===== config.mk =====
export PLATFORM = sky130hd
export DESIGN_NAME = fb_byte_writer
export DESIGN_NICKNAME = d
export VERILOG_FILES = /design/src/rtl/fb_byte_writer.sv
export SDC_FILE = /design/constraint.sdc
export NUM_CORES = 1
export LEC_CHECK = 0
export ABC_AREA = 1
export CAP_MARGIN = 25
export CORE_UTILIZATION = 53
export DETAILED_ROUTE_END_ITERATION = 6
export GPL_TIMING_DRIVEN = 1
export PLACE_DENSITY = 0.83
export SETUP_SLACK_MARGIN = 0.15
export SYNTH_ARGS = -nofsm -noshare
export SYNTH_HDL_FRONTEND = slang
export SYNTH_SLANG_ARGS = --single-unit

===== constraint.sdc =====
create_clock -name clk -period 3.3 [get_ports clk]
set_input_delay 0.33 -clock clk [delete_from_list [all_inputs] [get_ports clk]]
set_output_delay 0.33 -clock clk [all_outputs]
set_load 0.1 [all_outputs]

===== src/rtl/fb_byte_writer.sv =====
// Byte-to-pixel unpacker that drives the framebuffer RAM write port, MSB pixel first.
// Define FB_WRITER_FRAME_DONE_EN to enable the end-of-frame pulse on frame_done.
module fb_byte_writer #(
    parameter int ADDR_WIDTH  = 12,
    parameter int DATA_WIDTH  = 2,
    parameter int FRAME_WORDS = 4096
) (
    input  logic                  clk,
    input  logic                  reset,
    input  logic [7:0]            byte_in,
    input  logic                  byte_valid,
    output logic                  byte_ready,
    input  logic                  frame_start,
    output logic [ADDR_WIDTH-1:0] ram_a_address,
    output logic [DATA_WIDTH-1:0] ram_a_data_in,
    output logic                  ram_a_wr,
    output logic                  ram_a_clk_enable,
    output logic                  frame_done
);

    localparam int BEATS      = 8 / DATA_WIDTH;
    localparam int BEAT_WIDTH = (BEATS > 1) ? $clog2(BEATS) : 1;
    localparam logic [ADDR_WIDTH-1:0] LAST_ADDR = ADDR_WIDTH'(FRAME_WORDS - 1);
    localparam logic [BEAT_WIDTH-1:0] LAST_BEAT = BEAT_WIDTH'(BEATS - 1);

    typedef enum logic {
        IDLE,
        WRITE
    } state_t;

    state_t                state_q, state_d;
    logic [ADDR_WIDTH-1:0] ptr_q, ptr_d, ptr_inc;
    logic [7:0]            shift_q, shift_d, shift_next;
    logic [BEAT_WIDTH-1:0] beat_q, beat_d;
    logic                  pending_q, pending_d;
    logic                  ready_q, ready_d;
    logic                  wr_q, wr_d;
    logic                  clk_en_q;

    // Compare against the last word rather than relying on overflow, so odd frame sizes wrap correctly.
    assign ptr_inc    = (ptr_q == LAST_ADDR) ? '0 : ptr_q + ADDR_WIDTH'(1);
    assign shift_next = {shift_q[7-DATA_WIDTH:0], {DATA_WIDTH{1'b0}}};

    always_ff @(posedge clk or posedge reset) begin
        if (reset) begin
            state_q   <= IDLE;
            ptr_q     <= '0;
            shift_q   <= '0;
            beat_q    <= '0;
            pending_q <= 1'b0;
            ready_q   <= 1'b0;
            wr_q      <= 1'b0;
            clk_en_q  <= 1'b0;
        end else begin
            state_q   <= state_d;
            ptr_q     <= ptr_d;
            shift_q   <= shift_d;
            beat_q    <= beat_d;
            pending_q <= pending_d;
            ready_q   <= ready_d;
            wr_q      <= wr_d;
            clk_en_q  <= 1'b1;
        end
    end

    always_comb begin
        state_d   = state_q;
        ptr_d     = ptr_q;
        shift_d   = shift_q;
        beat_d    = beat_q;
        pending_d = pending_q;
        ready_d   = ready_q;
        wr_d      = wr_q;
        case (state_q)
            IDLE: begin
                ready_d = 1'b1;
                wr_d    = 1'b0;
                if (frame_start) begin
                    ptr_d = '0;
                end
                if (byte_valid && ready_q) begin
                    shift_d = byte_in;
                    beat_d  = '0;
                    state_d = WRITE;
                    ready_d = 1'b0;
                    wr_d    = 1'b1;
                end
            end
            WRITE: begin
                ready_d = 1'b0;
                wr_d    = 1'b1;
                ptr_d   = ptr_inc;
                shift_d = shift_next;
                beat_d  = beat_q + BEAT_WIDTH'(1);
                if (frame_start) begin
                    pending_d = 1'b1;
                end
                // A resync requested during the byte only takes effect once its last pixel is written.
                if (beat_q == LAST_BEAT) begin
                    state_d = IDLE;
                    ready_d = 1'b1;
                    wr_d    = 1'b0;
                    if (pending_q || frame_start) begin
                        ptr_d     = '0;
                        pending_d = 1'b0;
                    end
                end
            end
            default: begin
                state_d = IDLE;
            end
        endcase
    end

    assign byte_ready       = ready_q;
    assign ram_a_address    = ptr_q;
    assign ram_a_data_in    = shift_q[7 -: DATA_WIDTH];
    assign ram_a_wr         = wr_q;
    assign ram_a_clk_enable = clk_en_q;

`ifdef FB_WRITER_FRAME_DONE_EN
    logic done_q;

    always_ff @(posedge clk or posedge reset) begin
        if (reset) begin
            done_q <= 1'b0;
        end else begin
            done_q <= (state_q == WRITE) && (ptr_q == LAST_ADDR);
        end
    end

    assign frame_done = done_q;
`else
    assign frame_done = 1'b0;
`endif

endmodule


# After elaboration in Yosys (flattened, before gate mapping)
# Index checks and enable logic that the tools add are counted.
# classes
n_eq_ne	4
n_bitwise	1
addsub	2
muxes	18
reduce_logical	2
# op_table
operator	count
2-to-1 mux 12 bit	4
case mux 12 bit (2 select lines)	1
case mux 8 bit (2 select lines)	1
adder 12 x 1 -> 12 bit, second input constant	1
== test 12 bit, second input constant	1
2-to-1 mux 8 bit	1
2-to-1 mux 1 bit	7
!= test 2 bit, second input constant	2
case mux 1 bit (2 select lines)	2
case mux 2 bit (2 select lines)	1
adder 2 x 1 -> 2 bit, second input constant	1
== test 2 bit, second input constant	1
2-to-1 mux 2 bit	1
logical AND 1 bit	1
logical OR 1 bit	1
inverter 1 bit	1
# totals
input_bits	12
output_inout_bits	18
register_bits	26
wordCells	34

# Logic depth before layout (Yosys ltp)
# Gate-level depths: netlist (run 1).
# depth
ltp_word	5
mapped_depth	8
mapped_depth_nobuf	8

# Least setup slack after synthesis (run 1)
# No wires, ideal clock.
# synth_timing
kind	reg2reg
from	register ptr_q[0] (netlist: ram_a_address[0])
to	register ptr_q[10] (netlist: ram_a_address[10])
setup_slack_ps	1298
required_ps	3179
path_stages_with_launch	9
setup_time_ps	121
arrival_ps	1881
n_path_buf	0
synth_period_minus_slack_ps	2002
path_cell_list	dfrtp_1 ha_1 nand2_1 nor2_4 nand3_2 nand2_2 nand2_2 inv_2 nor2_1
# synth_between
elab_chain_len	5
elab_cells_between_ends	6
cone_classes	1 x add/sub; 1 x eq/ne; 4 x mux
# synth_lines
element	line_no	text
from (decl)	32	logic [ADDR_WIDTH-1:0] ptr_q, ptr_d, ptr_inc;
from (signal assigned)	56	ptr_q <= ptr_d;
adder 12 x 1 -> 12 bit / == test 12 bit (equally long branches)	41	assign ptr_inc = (ptr_q == LAST_ADDR) ? '0 : ptr_q + ADDR_WIDTH'(1);
2-to-1 mux 12 bit (*)	41	
2-to-1 mux 12 bit	103	if (pending_q || frame_start) begin
2-to-1 mux 12 bit (*)	99	if (beat_q == LAST_BEAT) begin
case mux 12 bit (2 select lines) (*)	74	case (state_q)
# Every way passes the cells marked *; elsewhere a longest branch is shown, timed or not.
# A chain may end at the register's enable or synchronous reset.

# Worst setup path after layout (run 1)
# layout_timing
from	register ptr_q[5] (netlist: ram_a_address[5])
to	output ram_a_address[5]
# layout_rtl
element	line_no	text
to (decl)	14	output logic [ADDR_WIDTH-1:0] ram_a_address,
# No word-level cell between the ends.

==> reports/metrics.cfg, run 1 <==
[sta]
max_freq_ghz=0.425
maxSlewHeadroom_pct=33.2
rsz0062_at_grt=false
fin_crit_sh_pct=71.4
max_slew.worst_pin.slew_ns=0.999
fin_tns_setup_ns=0
skew_ns=0.00195
setup_viol=0
whs_ns=0.198
min_period_ns=2.35
slew_violations=0
hold_violations=0

[power]
p_total_mw=1.34
vdd_drop_max_mv=0.729
cellPowerDensity_mw_per_mm2=800
leakage_nw=0.736

[cts]
cts-root-buf=clkbuf_4
cts-resized-gates=0
ctsHoldBuffers=0
clkLatencyLatePin_ns=0.32
htreeDepth=1
cts_buffer_depth=2
numCtsBuffers=3
postCtsSetupBuffers=0
cts_tree=done
cts_sinks=26
path_clk_slew_ns=0.14

[worst_setup_path]
r2r_cells=6
r2r_start=ram_a_wr
cp_num_buf_inv=1
slowest_stage=clkdlybuf4s50_1
worstReg2RegEnd=ram_a_address[10]
crit_arrival_ns=2.02
path_cells=clkdlybuf4s50_1
ff2ff_setup_slack_ns=1.76
end_kind=output port
crit_required_ns=2.97
crit_type=register to output port
cp_slowest_stage_delay_ns=1.19
path_delay_family=buffers and inverters
startpoint_type=register
path_max_fanout=6

[floorplan]
start_util_pct=58.6
fp.coreArea_mm2=0.00232
dieHeight_um=52.6
rows=17
die_w_um=52.6
die_area_mm2=0.00277
io_pins=30

[logic_synthesis]
synth-seq-cells=26
ys_warn_count=0
synth_top_cell_area_share_pct=47.9
synth_top_cell_by_area=dfrtp_1
netlist_area_mm2=0.00136
async_reset_ff_share_pct=100
synthDistinctLibCells=26
synth_flop_cell=dfrtp_1
ys_top_cells_by_area=dfrtp_1 48%, nand2_1 10%, nor2_1 5.2%
synthCells=162
synth_edf_count=0
ys_seq_area_share_pct=47.9
synth_fp_nets=176
synth_common_cells=38 x nand2_1, 26 x dfrtp_1, 19 x nor2_1
synth.most_common_cell=nand2_1
syn_avg_cell_area_um2=8.39

[worst_hold_path]
hp-class=input pin to async pin

[cells_and_area]
antenna_cells=0
area_growth_pct=23.4
final_area_mm2=0.00168
multiInputGateArea_um2=592
fin_nets=205
fillers=190
regArea_um2=651
drive_above_1_share_pct=12.2

[global_routing]
grt_max_degree=27
antenna_found_initial=0
grt_pass1_vias=1152
grt_usage_pct=24.6
grt_overflow=0
grt_pass1_wl_um=4930

[place]
hpwl_um=2090
portBuffers=28
place.gp.congestion=0.861
placedInstanceArea_mm2=0.00163

[routing]
vias=1164
wl_um=2870
drc_errors=0
via_per_inst=5.36
firstDrtPassIters=4
drtAntennaViolNets=0
avgRoutedWirePerCell_um=13.2
first_iter_violations=27

[outcome]
status=completed

[flow_run]
maxCapViolCount=0

[through the flow]
stage	util, %	instances	worst slack, ns
4_1_cts	71.1	216	0.943
2_1_floorplan	-	162	1.30
5_1_grt	72.3	217	0.923
3_5_place_dp	70.2	213	1.32
6_report	72.3	217	0.945
3_3_place_gp	70.2	213	1.35
[worst max-delay path by stage]
| stage | startpoint | endpoint | cells past startpoint |
|---|---|---|---|
| 2_1_floorplan | ram_a_address[0] | ram_a_address[10] | 8 |
| 3_3_place_gp | ram_a_address[5] | ram_a_address[5] | 1 |
| 3_5_place_dp | ram_a_address[5] | ram_a_address[5] | 1 |
| 4_1_cts | ram_a_address[5] | ram_a_address[5] | 1 |
| 5_1_grt | ram_a_address[5] | ram_a_address[5] | 1 |
| 6_report | ram_a_address[5] | ram_a_address[5] | 1 |
[placed cells by master (no fill, tap or decap)]
cell             count
o21ai_0              3
xor2_1               3
nand3_2              1
nor2_8               1
buf_4                1
a22oi_1              1
o221ai_1             2
dfrtp_1             26
a22o_1               1
nand2_4              1
a21oi_1              7
inv_2                4
conb_1               2
nor2_1              19
nand2_2              5
nor2_4               2
o22ai_1              1
o21ai_1              1
buf_16               1
inv_1               15
xnor2_1              2
nand2_1             38
clkbuf_4             3
ha_1                 2
clkdlybuf4s50_1     27
nor2_2               4
nand3_1             11
nand4_1              5
[worst register-to-register path, stage by stage, from the launching register on]
cell,delay (ns)
dfrtp_1,0.68
inv_2,0.22
nor2_2,0.21
nand2_2,0.13
nand2_2,0.09
inv_2,0.06
nor2_1,0.10
[layer usage]
layer / wire length [um] / GRT usage [%]
met1: 1290 / 30.5
met2: 1370 / 41.1
met3: 145 / 4.06
met4: 58 / 11.8
met5: 0 / 0
[sequential cells by signal, indices dropped and copies added, names as in the netlist]
register,count
ram_a_clk_enable,1
beat_q,2
pending_q,1
byte_ready,1
ram_a_address,12
ram_a_wr,1
shift_q,8
[cell families (layout without fill, tap and decap cells)]
family,after synthesis,count (layout),synth area share (%)
compound gates,16,16,7.00
xor+xnor,5,5,3.22
fa+ha+maj,2,2,1.84
buf+inv,24,51,8.56
flops,26,26,47.9
other cells,2,2,0.553
simple gates,87,87,30.9
[area by class of cell]
cell class | instances | share of cell area (%)
clock buffer | 3 | 1.34
inverter | 19 | 4.25
multi-input combinational | 112 | 35.3
sequential | 26 | 38.8
tap | 28 | 2.09
timing repair buffer | 29 | 18.2
[power breakdown]
part	switching (mW)	leakage, nW	internal (mW)	total [mW]
Sequential	0.0923	0.340	0.408	0.500
Combinational	0.517	0.383	0.188	0.705
Clock	0.0927	0.0138	0.0428	0.135
Power figures use the tool's default switching activity.
==> run 2, diff against run 1 <==
CORE_UTILIZATION = 45   (was 53)
PLACE_DENSITY = 0.75   (was 0.83)
clock period = 2 ns   (was 3.3 ns; I/O delays follow)
==> reports/metrics.cfg, run 2 (synthesized netlist as in run 1, its figures left out) <==
[sta]
hold_violations=0  ; unchanged
fin_ws_ns=0.421  ; -0.524 ns
skew_ns=0.0143  ; +0.0123 ns
setup_viol=0  ; unchanged
maxSlewHeadroom_pct=64.2  ; +31 points
rsz0062_at_grt=false
fin_tns_setup_ns=0  ; unchanged
slew_violations=0  ; unchanged
max_slew.worst_pin.slew_ns=0.538  ; -0.461 ns
min_period_ns=1.58
fin_crit_sh_pct=78.9
max_freq_ghz=0.634

[cells_and_area]
antenna_cells=0  ; unchanged
fillers=269  ; +42%
layout_common_cells=38 x nand2_1, 24 x dfrtp_1, 19 x nor2_1
area_growth_pct=22.6
fin_nets=205  ; unchanged
final_common_cell=nand2_1
regArea_um2=653  ; +0.38%
multiInputGateArea_um2=592  ; unchanged
drive_above_1_share_pct=22.1  ; +9.9 points
largest_reg_flops=12  ; unchanged

[worst_setup_path]
slowest_stage=dfrtp_1
path_cells=inv_2, nor2_2, nand2_2, nand2_2, inv_2, nor2_1
crit_arrival_ns=1.83  ; -0.19 ns
end_kind=register
ff2ff_setup_slack_ns=0.42  ; -1.34 ns
r2r_start=ram_a_wr
r2r_cells=6  ; unchanged
path_depth=6  ; +5
path_max_fanout=11  ; +5
path_delay_family=flip-flops
worstReg2RegEnd=ram_a_address[11]
crit_type=register to register
cp_slowest_stage_delay_ns=0.71  ; -0.48 ns
startpoint_type=register
crit_required_ns=2.25  ; -0.72 ns
cp_num_buf_inv=2  ; +1

[power]
p_total_mw=2.32  ; +73%
cellPowerDensity_mw_per_mm2=1400  ; +75%
leakage_nw=0.773  ; +4.9%
vdd_drop_max_mv=0.733  ; +0.44%

[outcome]
violations=design-rule violations
status=complete, but fails checks

[cts]
path_clk_slew_ns=0.15  ; about the same
ctsHoldBuffers=0  ; unchanged
cts_sinks=26  ; unchanged
cts_tree=done
clkLatencyLatePin_ns=0.32  ; about the same
numCtsBuffers=3  ; unchanged
htreeDepth=1  ; unchanged
cts-resized-gates=0  ; unchanged
cts_buffer_depth=2  ; unchanged
cts-root-buf=clkbuf_4
postCtsSetupBuffers=0  ; unchanged

[routing]
avgRoutedWirePerCell_um=11.6  ; -12%
drt-met1-wl_um=1060  ; -18%
drc_errors=5  ; +5
highest_layer=met4
met2WireLength_um=1360  ; -1.0%
wl_um=2570  ; -10%
wl_met3_um=126  ; -13%
first_iter_violations=57  ; +110%
drtAntennaViolNets=0  ; unchanged
firstDrtPassIters=6  ; +2
vias=1143  ; -1.8%
via_per_inst=5.17  ; -3.6%

[place]
hpwl_um=2090  ; -0.16%
portBuffers=28  ; unchanged
place.gp.congestion=0.848  ; -1.5%
place_ws_ns=0.464  ; -0.858 ns

[floorplan]
dieHeight_um=57.0  ; +8.2%
io_pins=30  ; unchanged
die_w_um=57.0  ; +8.2%
start_util_pct=48.4  ; -10 points
die_area_mm2=0.00324  ; +17%
fp.coreArea_mm2=0.00281  ; +21%
rows=19  ; +2

[worst_hold_path]
hp-class=input pin to async pin

[global_routing]
grt_overflow=0  ; unchanged
grt_max_degree=16  ; -41%
antenna_found_initial=0  ; unchanged
grt_pass1_vias=1115  ; -3.2%
grt_pass1_wl_um=4530  ; -8.3%
grt_usage_pct=17.8  ; -6.9 points

[flow_run]
maxCapViolCount=0  ; unchanged

-- run 2: cell types whose count changed in the layout (fill, tap and decap cells not counted), sizes merged --
cell | before | now
buf | 2 | 18
bufinv | 0 | 1
clkdlybuf4s50 | 27 | 11
-- run 2: worst reg2reg max path, delay by kind of cell, from the launching register on --
kind	cells	cell delay, ns
flops	1	0.71
simple gates	4	0.53
buf+inv	2	0.28
-- run 2: layout make-up --
type | count | share of cell area, %
clock buffers | 3 | 1.35
multi-input cells | 112 | 35.5
repair buffers | 29 | 15.5
flip-flops and latches | 26 | 39.2
clock inverters | 1 | 1.80
inverters | 19 | 4.28
well taps | 31 | 2.33
-- run 2: worst max path at each step --
stage | from | endpoint | slack [ns]
global route | ram_a_wr | ram_a_address[11] | 0.28
CTS | ram_a_wr | ram_a_address[10] | 0.41
detailed placement | ram_a_wr | ram_a_address[10] | 0.46
global placement | frame_start | ram_a_address[10] | 0.52
floorplan | ram_a_address[2] | ram_a_address[10] | 0.16
finish | ram_a_wr | ram_a_address[11] | 0.42
-- run 2: metal layers --
layer,GRT usage [%],up-vias
li1,-,567
met1,20.8,533
met2,32.9,39
met3,2.27,4
met4,6.97,0
met5,0,-
-- run 2: metrics by stage --
stage	cells	hold slack (ns)	cell area [um2]	util [%]
6_report	221	0.197	1670	59.4
5_1_grt	221	0.234	1670	59.4
4_1_cts	221	0.193	1670	59.4
3_5_place_dp	217	0.469	1610	57.5
3_3_place_gp	217	0.462	1610	57.5
2_1_floorplan	162	0.240	1360	-
-- run 2: where the power goes --
| part | internal, mW | switching [mW] | total (mW) |
|---|---|---|---|
| logic | 0.313 | 0.819 | 1.13 |
| registers | 0.677 | 0.161 | 0.838 |
| clock network | 0.202 | 0.152 | 0.354 |
| total | 1.19 | 1.13 | 2.32 |
==> run 3, diff against run 2 <==
clock period = 1.4 ns   (was 2 ns; I/O delays follow)
==> reports/metrics.cfg, run 3 (synthesized netlist as in run 1, its figures left out) <==
[worst_setup_path]
crit_type=register to register
crit_required_ns=1.62  ; -0.63 ns
slowest_stage=dfrtp_4
cp_slowest_stage_delay_ns=0.47  ; -0.24 ns
path_common_cell=nand2_4
path_cells=ha_4, nand2_4, nor2_4, nand3_2, nand2_4, nand2_4, inv_6, nor2_1
end_kind=register
path_max_fanout=5  ; -6
startpoint_type=register
crit_arrival_ns=1.56  ; -0.27 ns

[routing]
vias=1231  ; +7.7%
via_per_inst=5.24  ; +1.3%
drtAntennaViolNets=0  ; unchanged
first_iter_violations=66  ; +16%
avgRoutedWirePerCell_um=13.9  ; +19%
drc_errors=9  ; +4
firstDrtPassIters=6  ; unchanged
wl_um=3260  ; +27%

[sta]
fin_crit_sh_pct=95.7  ; +17 points
rsz0062_at_grt=true
skew_ns=0.00741  ; -0.00686 ns
max_freq_ghz=0.746  ; +18%
min_period_ns=1.34  ; -0.238 ns
setup_viol=0  ; unchanged
hold_violations=0  ; unchanged
fin_ws_ns=0.0597  ; -0.362 ns
slew_violations=0  ; unchanged
whs_ns=0.150  ; -0.0463 ns

[place]
dp.cells=220  ; +1.4%
place_ws_ns=-0.0742  ; -0.538 ns
place.gp.congestion=0.936  ; +10%
portBuffers=28  ; unchanged
hpwl_um=2250  ; +7.9%
placedInstanceArea_mm2=0.00189  ; +17%

[cells_and_area]
final-instance-count-excl-fill=235  ; +6.3%
layout_common_cells=36 x nand2_1, 18 x buf_12, 14 x inv_1, 14 x nor2_1, 14 x buf_4
largest_reg_flops=12  ; unchanged
fillers=189  ; -30%
fin_nets=219  ; +6.8%
final_area_mm2=0.00210  ; +26%
drive_above_1_share_pct=39.7  ; +18 points
regArea_um2=678  ; +3.8%
final_common_cell=nand2_1
multiInputGateArea_um2=669  ; +13%
area_growth_pct=54.2
antenna_cells=0  ; unchanged

[floorplan]
io_pins=30  ; unchanged
rows=19  ; unchanged
die_area_mm2=0.00324  ; unchanged
start_util_pct=48.4  ; unchanged
die_w_um=57.0  ; unchanged
fp.coreArea_mm2=0.00281  ; unchanged
dieHeight_um=57.0  ; unchanged

[flow_run]
maxCapViolCount=0  ; unchanged

[power]
cellPowerDensity_mw_per_mm2=1930  ; +38%
leakage_nw=0.897  ; +16%
vdd_drop_max_mv=1.43  ; +95%
p_total_mw=4.04  ; +74%

[cts]
numCtsBuffers=3  ; unchanged
cts_sinks=26  ; unchanged
cts_buffer_depth=2  ; unchanged
cts_tree=done
htreeDepth=1  ; unchanged
clkLatencyLatePin_ns=0.33  ; about the same
cts-root-buf=clkbuf_4
path_clk_slew_ns=0.14  ; about the same

[global_routing]
antenna_found_initial=0  ; unchanged
grt_usage_pct=21.2  ; +3.5 points
grt_overflow=0  ; unchanged
grt_pass1_vias=1192  ; +6.9%
grt_pass1_wl_um=5370  ; +19%
grt_max_degree=27  ; +11

[outcome]
violations=design-rule violations
status=complete, but fails checks

[worst_hold_path]
hp-class=input pin to async pin

[run 3: cell count changes in the layout (fill, tap and decap cells not counted), moves of 3 or more]
cell | previous run | this run
buf_12 | 1 | 18
buf_4 | 17 | 14
dfrtp_1 | 24 | 12
dfrtp_2 | 2 | 10
dfrtp_4 | 0 | 4
nand2_4 | 1 | 4
nor2_1 | 19 | 14
nor2_4 | 2 | 5
[run 3: through the flow]
stage                     setup TNS, ns  util, %
after global routing                  0     74.7
after global placement          -0.0380     67.4
after detailed placement         -0.234     67.4
final                                 0     74.7
after CTS                             0     72.2
after floorplan                  -0.522        -
[run 3: critical path, delay by kind of cell, from the launching register on]
| kind | cells | cell delay [ns] |
|---|---|---|
| buf+inv | 1 | 0.08 |
| simple gates | 6 | 0.53 |
| fa+ha+maj | 1 | 0.15 |
| flops | 1 | 0.47 |
[run 3: layout make-up]
class | instances | share of cell area, %
clock buffer | 3 | 1.07
clock inverter | 1 | 1.43
inverter | 19 | 3.88
multi-input combinational | 112 | 31.9
sequential | 26 | 32.4
tap | 31 | 1.85
timing repair buffer | 43 | 27.5
[run 3: path summary, 6_finish.rpt]
| kind | startpoint | to | slack [ns] | cells after the start |
|---|---|---|---|---|
| worst max-delay path | ram_a_address[0] | ram_a_address[10] | 0.06 | 8 |
| worst min-delay path | reset | ram_a_wr | 0.15 | 3 |
| worst max register to register | ram_a_address[0] | ram_a_address[10] | 0.06 | 8 |
| worst min register to register | shift_q[0] | shift_q[0] | 0.49 | 2 |
| max in group asynchronous | reset | ram_a_address[4] | 0.97 | 3 |
| min in group clk | byte_in[1] | shift_q[1] | 0.35 | 3 |
[run 3: routing by layer]
layer / vias up / share of wire, % / GRT usage, %
met5: - / 0 / 0
met4: 0 / 2.0 / 10.8
met3: 6 / 6.1 / 2.72
met2: 52 / 51 / 31.9
met1: 579 / 41 / 30.2
li1: 594 / - / -
[run 3: power breakdown]
part / internal (mW) / switching [mW] / total, mW
registers: 0.994 / 0.245 / 1.24
logic: 0.899 / 1.39 / 2.29
clock network: 0.290 / 0.226 / 0.516
total: 2.18 / 1.86 / 4.04
[run 3: what timing repair did]
item / in CTS / in global routing
hold buffers: 0 / 0
endpoints found under the setup margin: 13 / 15
hold endpoints to repair: 0 / 0
resized for setup: 6 / 12
pin swaps: 7 / 7
buffers inserted: 8 / 3
==> edit, RTL diff (config.mk and constraints of run 2) <==
The option `FB_WRITER_FRAME_DONE_EN` is turned on by a define.
--- a/src/rtl/fb_byte_writer.sv
+++ b/src/rtl/fb_byte_writer.sv
@@ -1,5 +1,7 @@
 // Byte-to-pixel unpacker that drives the framebuffer RAM write port, MSB pixel first.
 // Define FB_WRITER_FRAME_DONE_EN to enable the end-of-frame pulse on frame_done.
+`define FB_WRITER_FRAME_DONE_EN
+
 module fb_byte_writer #(
     parameter int ADDR_WIDTH  = 12,
     parameter int DATA_WIDTH  = 2,
Formal check against the unedited RTL: same outputs for any inputs over 10 cycles, from zero or initial values and one cycle with reset high; that may be too few to reach the edited logic, so the function may still have changed.
==> edit against run 2 <==
Largest cell class unchanged; final area down 1.2%; the run still ends with DRC left; total power down 6.4%; largest power group unchanged; sequential cell count up 1; worst setup slack better by 0.10 ns; routed wire length up 5.4%; synthesized area about the same; sequential power down 4.5%; synthesized cell count down 3.7%.
==> edit: results (changes against run 2) <==
* Run status: finished with violations
* Violations in the final reports: DRC
* Mean number of vias per cell at 5.21 (+0.77%)
* Adder-cell share of the synthesized area at 0.0184 (about the same)
* Area contributors post-synth: sky130_fd_sc_hd__dfrtp_1 (50%), sky130_fd_sc_hd__nand2_1 (11%), sky130_fd_sc_hd__inv_1 (5.8%)
* Leakage power total at 0.774 nW (+0.19%)
* Post-synth top cells: sky130_fd_sc_hd__nand2_1 (38), sky130_fd_sc_hd__dfrtp_1 (27), sky130_fd_sc_hd__inv_1 (21), sky130_fd_sc_hd__nor2_1 (21), sky130_fd_sc_hd__nand3_1 (7)
* Cell family contributing the most delay on the critical path: buffers and inverters
* Number of cell instances on the worst register-to-register path at 5 (-1)
* Layout cells sized above 1 at 0.183 (-0.0383)
* Wire length of the first global-routing pass at 4.64 mm (+2.6%)
* Tightest hold margin at 0.205 ns (+0.00854 ns)
* Critical path endpoint category: register
* Register-to-register setup slack at 0.52 ns (+0.10 ns)
* Sequential fraction of the synthesis area at 0.498 (+0.0189)
* Clk_skew at 0.00625 ns (-0.00801 ns)
* Count of vias placed by the detailed router at 1,131 (-1.0%)
* Met1 GRT Util at 0.246 (+0.0381)
* Maximum clock path buffer count at 2 (unchanged)
* Reg-to-Reg End: shift_q[5]
* Total routing resource utilization after global routing at 0.181 (+0.00336)
* Fraction of synthesized area in multiplexers at 0.00737 (+0.00737)
* Category of the worst setup path launch point: register
* First-pass iteration count of the detailed router at 7 (+1)
* Met3 WL post-DR at 117 microns (-7.1%)
* Detailed placer's ending HPWL at 2.06 mm (-1.3%)
* Data arrival at the endpoint of the critical path at 1.73 ns (-0.10 ns)
* Xor-xnor portion of the synthesized cell area at 0.0452 (+0.0129)
* Met2 wire len at 1.28 mm (-5.8%)
* Peak supply drop at 997 uV (+36%)
* Met2 global-route usage at 0.308 (-0.0218)
* First-iteration detailed-routing DRC count at 45 (-21%)
* Crit Path Max Fanout at 12 (+1)
* Net Count, Synth at 170 (-3.4%)
* Clk slew on worst S/H paths at 0.16 ns
* Max Used Layer: met4
* Routed len/inst at 12.5 microns (+7.4%)
* Count of input and output buffers at 29 (+3.6%)
* Worst Setup Slack post-DPL at 0.471 ns (+0.00677 ns)
* Largest net degree at the start of global routing at 28 (+12)
* Number of unique standard cell types used by synthesis at 23 (-12%)
* Post-Synthesis Cells at 156 (-3.7%)
* Final setup violation count at 0 (unchanged)
* Compound-cell area share of the yosys netlist at 0.0903 (+0.0203)
* Delay of the slowest cell on the worst path at 0.41 ns (-0.30 ns)
* Worst r2r src: ram_a_wr
* Max Clk Rate at 677 MHz (+6.9%)
* Routed metal-1 wire length at 1.30 mm (+23%)
* Remaining routing DRC violations at 6 (+1)
* Placed Instances at 213 (-1.8%)
* Weighted congestion at the end of routability-driven global placement at 0.877 (+3.4%)
* Number of buffers added by the clock tree synthesis step at 3 (unchanged)
* Met3 global-route usage at 0.0230 (+0.000366)
* Layout Nets at 201 (-2.0%)
==> edit: changes by cell type after synthesis, moves of 2 or more <==
cell	before	now
sky130_fd_sc_hd__nand2_2	5	0
sky130_fd_sc_hd__inv_1	15	21
sky130_fd_sc_hd__nor2_2	4	1
sky130_fd_sc_hd__nand4_1	5	3
sky130_fd_sc_hd__inv_2	4	0
sky130_fd_sc_hd__o221ai_1	2	5
sky130_fd_sc_hd__a21oi_1	7	5
sky130_fd_sc_hd__nand3_1	11	7
sky130_fd_sc_hd__nor2_1	19	21
==> edit: layout make-up <==
class                           instances  area, sq um
Sequential cell                        27          679
Timing Repair Buffer                   31          260
Inverter                               21         78.8
Clock inverter                          1         7.51
Fill cell                             241         1160
Clock buffer                            3         22.5
Multi-Input combinational cell        103          558
Tap cell                               31         38.8
==> edit: where the power goes <==
group          switching [mW]  total [mW]  internal (mW)  leakage [nW]
combinational           0.836        1.13          0.296         0.410
clock                   0.167       0.243         0.0763        0.0139
sequential              0.105       0.800          0.695         0.350
total                    1.11        2.18           1.07         0.774
